--- src/rtl/dmem_arbiter.sv ---
// Two-port arbiter in front of the single-port data memory: core (c_*) vs loader (l_*).
// Round-robin grant in IDLE, fixed-latency read sequencing in BUSY, core stall generation.
module dmem_arbiter #(
  parameter int DATA_WIDTH  = 32,
  parameter int ADDR_WIDTH  = 32,
  parameter int MEM_LATENCY = 2
) (
  input  logic                  clk,
  input  logic                  reset,
  input  logic                  c_req,
  input  logic                  c_we,
  input  logic [ADDR_WIDTH-1:0] c_addr,
  input  logic [DATA_WIDTH-1:0] c_wdata,
  output logic                  c_gnt,
  output logic                  c_rvalid,
  output logic [DATA_WIDTH-1:0] c_rdata,
  input  logic                  l_req,
  input  logic                  l_we,
  input  logic [ADDR_WIDTH-1:0] l_addr,
  input  logic [DATA_WIDTH-1:0] l_wdata,
  output logic                  l_gnt,
  output logic                  l_rvalid,
  output logic [DATA_WIDTH-1:0] l_rdata,
  output logic                  stall,
  output logic                  m_en,
  output logic                  m_we,
  output logic [ADDR_WIDTH-1:0] m_addr,
  output logic [DATA_WIDTH-1:0] m_wdata,
  input  logic [DATA_WIDTH-1:0] m_rdata
);

  localparam int CW = $clog2(MEM_LATENCY + 1);

  typedef enum logic {S_IDLE, S_BUSY} state_t;

  state_t        r_state, w_state_nxt;
  logic [CW-1:0] r_cnt, w_cnt_nxt;
  // owner/last: 1 = loader, 0 = core
  logic          r_owner, w_owner_nxt;
  logic          r_last, w_last_nxt;
  logic          w_win_c, w_win_l, w_done;

  always_ff @(posedge clk or posedge reset) begin
    if (reset) begin
      r_state <= S_IDLE;
      r_cnt   <= '0;
      r_owner <= 1'b0;
      r_last  <= 1'b1;
    end else begin
      r_state <= w_state_nxt;
      r_cnt   <= w_cnt_nxt;
      r_owner <= w_owner_nxt;
      r_last  <= w_last_nxt;
    end
  end

  always_comb begin
    w_state_nxt = r_state;
    w_cnt_nxt   = r_cnt;
    w_owner_nxt = r_owner;
    w_last_nxt  = r_last;
    w_win_c     = 1'b0;
    w_win_l     = 1'b0;
    w_done      = 1'b0;
    m_en        = 1'b0;
    m_we        = 1'b0;
    m_addr      = '0;
    m_wdata     = '0;
    if (!reset) begin
      unique case (r_state)
        S_IDLE: begin
          w_win_c = c_req & (~l_req | r_last);
          w_win_l = l_req & (~c_req | ~r_last);
          if (w_win_c) begin
            m_en    = 1'b1;
            m_we    = c_we;
            m_addr  = c_addr;
            m_wdata = c_wdata;
          end else if (w_win_l) begin
            m_en    = 1'b1;
            m_we    = l_we;
            m_addr  = l_addr;
            m_wdata = l_wdata;
          end
          if (m_en) w_last_nxt = w_win_l;
          if (m_en && !m_we) begin
            w_state_nxt = S_BUSY;
            w_owner_nxt = w_win_l;
            w_cnt_nxt   = CW'(MEM_LATENCY);
          end
        end
        S_BUSY: begin
          w_cnt_nxt = r_cnt - CW'(1);
          if (r_cnt == CW'(1)) begin
            w_done      = 1'b1;
            w_state_nxt = S_IDLE;
          end
        end
        default: w_state_nxt = S_IDLE;
      endcase
    end
  end

  assign c_gnt    = w_win_c;
  assign l_gnt    = w_win_l;
  assign c_rvalid = w_done & ~r_owner;
  assign l_rvalid = w_done & r_owner;
  assign c_rdata  = c_rvalid ? m_rdata : '0;
  assign l_rdata  = l_rvalid ? m_rdata : '0;
  assign stall    = ~reset & c_req & ~(c_gnt & c_we) & ~c_rvalid;

endmodule
--- config.mk ---
export PLATFORM = sky130hd
export DESIGN_NAME = dmem_arbiter
export DESIGN_NICKNAME = d
export VERILOG_FILES = /design/src/rtl/dmem_arbiter.sv
export SDC_FILE = /design/constraint.sdc
export NUM_CORES = 1
export LEC_CHECK = 0
export ABC_CLOCK_PERIOD_IN_PS = 1930
export BUFFER_PORTS_ARGS = -buffer_cell sky130_fd_sc_hd__buf_2
export CAP_MARGIN = 20
export CORE_AREA = 2 2 115 117
export CTS_CLUSTER_SIZE = 12
export DETAILED_ROUTE_END_ITERATION = 10
export DIE_AREA = 0 0 117 119
export PLACE_DENSITY = 0.54
export SYNTH_ARGS = -nofsm -noshare
export SYNTH_HDL_FRONTEND = slang
export SYNTH_SLANG_ARGS = --single-unit
--- constraint.sdc ---
create_clock -name clk -period 1.93 [get_ports clk]
set_input_delay 0.2895 -clock clk [delete_from_list [all_inputs] [get_ports clk]]
set_output_delay 0.2895 -clock clk [all_outputs]
set_load 0.01 [all_outputs]
# == Word-level counts from Yosys, hierarchy flattened ==
# Cells that the tools add are included.
# word_totals
reg_bits,5
latchBits,0
mem_bits_rw,0
rom_bits,0
in_bits,166
out_inout_bits,135
word_cells,64
memories,0
# classes
addsub,1
multipliers,0
div_mod_pow,0
n_lt_le_gt_ge,0
n_eq_ne,2
n_shift,0
muxes,34
bitwise_logic,18
n_reduce_logical,5
# op_table
op,n
$mux W32,10
$mux W1,21
$and A1 B1 Y1,8
$not A1 Y1,8
$reduce_and A3 Y1,2
$pmux W2 S2,1
$eq A2 B1 Y1 const B,1
$mux W2,1
$ne A2 B2 Y1 const B,1
$or A1 B1 Y1,2
$pmux W1 S2,1
$reduce_and A2 Y1,1
$sub A2 B1 Y2 const B,1
$logic_and A1 B1 Y1,1
$logic_not A1 Y1,1

# == Depth between registers and ports, before layout ==
# logic_depth
ltp_word,11
mapped_depth,6

# == Least setup slack after synthesis ==
# OpenSTA, ideal clock, no wires.
# synth_path
path_type,reg-to-output
startpoint,register r_last
endpoint,output m_addr[24]
arrival_ns,1.481
t_required_ns,1.640
path_slack_ns,0.159
stages_incl_launch_ff,7
cell_sequence,dfstp_2 > nand2b_1 > and3_1 > clkbuf_1 > buf_2 > buf_2 > a22o_1
# synth_via
elab_chain_cells,7
elab_cells_between_ends,9
cone_classes,mux: 4; bitwise: 5
# synth_lines
element,line,source
"start, declared",40,"logic r_last, w_last_nxt;"
"start signal, assigned",53,r_last <= w_last_nxt;
$not A1 Y1,73,w_win_l = l_req & (~c_req | ~r_last);
$or A1 B1 Y1,73,
$and A1 B1 Y1,73,
$mux W32,79,end else if (w_win_l) begin
$mux W32 *,74,if (w_win_c) begin
$mux W32 *,70,unique case (r_state)
$mux W32 *,69,if (!reset) begin
"end, declared",27,"output logic [ADDR_WIDTH-1:0] m_addr,"
# Every way passes the cells marked *; elsewhere a longest branch is shown, timed or not.

# == Worst setup path after layout ==
# layout_path
startpoint,register r_last
endpoint,output m_addr[21]
# Same word-level chain as after synthesis.

==> impl_metrics.ini <==
[run_status]
outcome = finished, violations left
violations = setup timing

[floorplan]
die_h_microns = 119
core_area_sq_um = 12900
start_util_pct = 10.8
die_w_microns = 117
io_pins = 301
row_count = 42
die_area_sq_um = 13900

[yosys]
synth_xor_area_share_pct = 0
synth_area_leaders = a22o_1, and2_1, dfrtp_1, buf_2, clkbuf_1
synthFlopType = dfrtp_1
synth_top_family_by_area = compound AO/OA/AOI/OAI gates
synth.most_common_cell = a22o_1
synth_fa_ha_area_share_pct = 0.900
ys_async_sr_fraction_pct = 100
syn_area_sq_um = 1390
avgSynthCellArea_sq_um = 7.51
synth_common_cells = a22o_1, and2_1, buf_2, clkbuf_1
synth.top_cell.area_share_pct = 41.0
yosysUniqueCellTypes = 26
synth_compound_area_share_pct = 46.5
synthSimpleGateAreaFrac_pct = 35.0
synth-edff-count = 0
synth_cells = 185
synth.yosys.seq_area_share_pct = 9.09
ys_ff_latch = 5
synth_mux_area_share_pct = 0.720
synth_largest_area_cell = a22o_1
synth_warnings = 0
synth.net_count = 352

[cts]
cts_tree = done
clk_pin_slew_worst_paths_ns = 0.03
clock-sinks = 5
clockRootBuffer = clkbuf_16
htreeDepth = 1
cts_made_buffers = 3
clockBufferDepth = 2
clock_latency_ns = 0.22
hold_buffers = 0

[final_layout]
antennaDiodeCount = 0
fin_area_sq_um = 3900
areaGrowthSynthToFinish_pct = 181
fin_nets = 663
drive_above_1_share_pct = 75.2
fillers = 1365

[timing]
worstMarginPinSlew_ns = 0.335
slew_headroom_pct = 77.7
period_share_pct = 106
final-hold-violation-count = 0
clock_skew_ns = 0.000484
setup_slack_ns = -0.108
finalSetupViolCount = 89
max_freq_mhz = 491
layout_min_cycle_time_ns = 2.04
rsz0062_at_grt = yes
drv_slew = 0

[worst_setup_path]
end_kind = output pin
timing_worst_setup_path_type = register to output pin
cp.arrival_ns = 1.75
r2r_setup_slack_ns = 0.55
path_max_fanout = 23
required_ns = 1.64
cp-start-kind = register

[global_routing]
grt_pass1_vias = 2295
grt-ovfl-total = 0
antenna_found_initial = 0
track_usage_pct = 11.8
grt_pass1_wl_microns = 12800
grt_max_degree = 35

[routing]
wl_microns = 11100
drt_iter0_drc = 143
viasPerCell = 4.08
drt_first_pass_iters = 4
final_antenna_net_count = 0
vias = 2735
routedWlPerCell_microns = 16.5
drcViolationCount = 0

[placement]
hpwl_microns = 7340
portBuffers = 300
routabilityCongestion = 0.791
placed_area_sq_um = 3120

[power_and_ir_drop]
pwr_density_cell_nw_per_um2 = 526
power.leakage_nw = 2.29
irDropWorstVdd_v = 0.000769
power_mw = 2.05

[run]
max_cap_violations = 0

[min_path]
hold_path_class = input pin to asynchronous set/reset pin
==> critical path, cell delays in order (launching register included) <==
cell and delay, ns:
dfstp_2 0.55, nand2b_4 0.14, and3_4 0.30, buf_12 0.19, a22o_1 0.19, buf_2 0.15
==> state kept, by name (all words and copies together) (netlist names) <==
signal,flops
r_state,1
r_last,1
r_cnt,2
r_owner,1
==> routing by layer <==
| layer | routed length (microns) | GRT usage [%] |
|---|---|---|
| met5 | 0 | 0 |
| met3 | 726 | 0.814 |
| met2 | 5710 | 21.7 |
| met4 | 126 | 2.13 |
| met1 | 4500 | 15.2 |
==> cell type report <==
type	instances	area, sq um	area share [%]
clock buffers	4	78.8	2.02
inverters	4	15.0	0.385
multi-input cells	155	1300	33.2
flip-flops and latches	5	126	3.24
well taps	176	220	5.64
repair buffers	327	2170	55.5
==> what timing repair did <==
action / in CTS / in global routing
setup buffers: 5 / 4
pin swaps: 11 / 64
setup endpoints to repair: 129 / 131
endpoints found under the hold margin: 0 / 0
gates resized for setup: 14 / 69
cloned: 4 / 9
==> stage by stage <==
step / setup TNS (ns) / instances / hold slack (ns) / utilization, % / setup slack (ns)
after floorplan: 0 / 185 / 0.0673 / - / 0.159
after global placement: 0 / 646 / 0.274 / 24.2 / 0.0771
after detailed placement: 0 / 646 / 0.277 / 24.2 / 0.0724
after CTS: -3.39 / 659 / 0.0586 / 26.5 / -0.0747
after global routing: -8.49 / 671 / 0.0858 / 30.3 / -0.131
final: -2.08 / 671 / 0.0673 / 30.3 / -0.108
==> worst paths after layout <==
path | from | end | depth (start not counted)
setup / recovery | r_last$_DFFE_PP1P_ | m_addr[21] | 5
hold / removal | reset | r_cnt[1]$_DFFE_PP0P_ | 2
setup reg to reg | r_last$_DFFE_PP1P_ | r_owner$_DFFE_PP0P_ | 5
hold reg to reg | r_cnt[1]$_DFFE_PP0P_ | r_cnt[1]$_DFFE_PP0P_ | 2
max in group asynchronous | reset | r_last$_DFFE_PP1P_ | 2
min in group clk | l_we | r_cnt[1]$_DFFE_PP0P_ | 4
==> power breakdown <==
group	total, mW	internal (mW)	switching, mW
combinational	1.51	0.826	0.681
clock	0.335	0.273	0.0620
sequential	0.210	0.163	0.0472
total	2.05	1.26	0.790
==> placed cells by master (no fill, tap or decap), types with 2 or more instances in the layout <==
cell type  synthesis  final
a22o_1            65     64
and2_1            64     33
and2_4             0     31
and3_4             0      2
buf_12             0      5
buf_16             0      4
buf_2             11    270
buf_4              0      6
buf_6              0     35
clkbuf_16          0      9
dfrtp_1            4      4
inv_1              4      4
nand2_1            3      2
nand2b_1           3      2
nor2_1             2      2
o21a_1             2      2
==> cell families (layout without fill, tap and decap cells) <==
kind of cell | after synthesis | count (layout)
AOI/OAI and AO/OA | 74 | 74
and+or+nand+nor | 79 | 79
DFF | 5 | 5
buffers and inverters | 25 | 335
adders and majority gates | 1 | 1
muxes | 1 | 1
(Power assumes the default switching activity.)
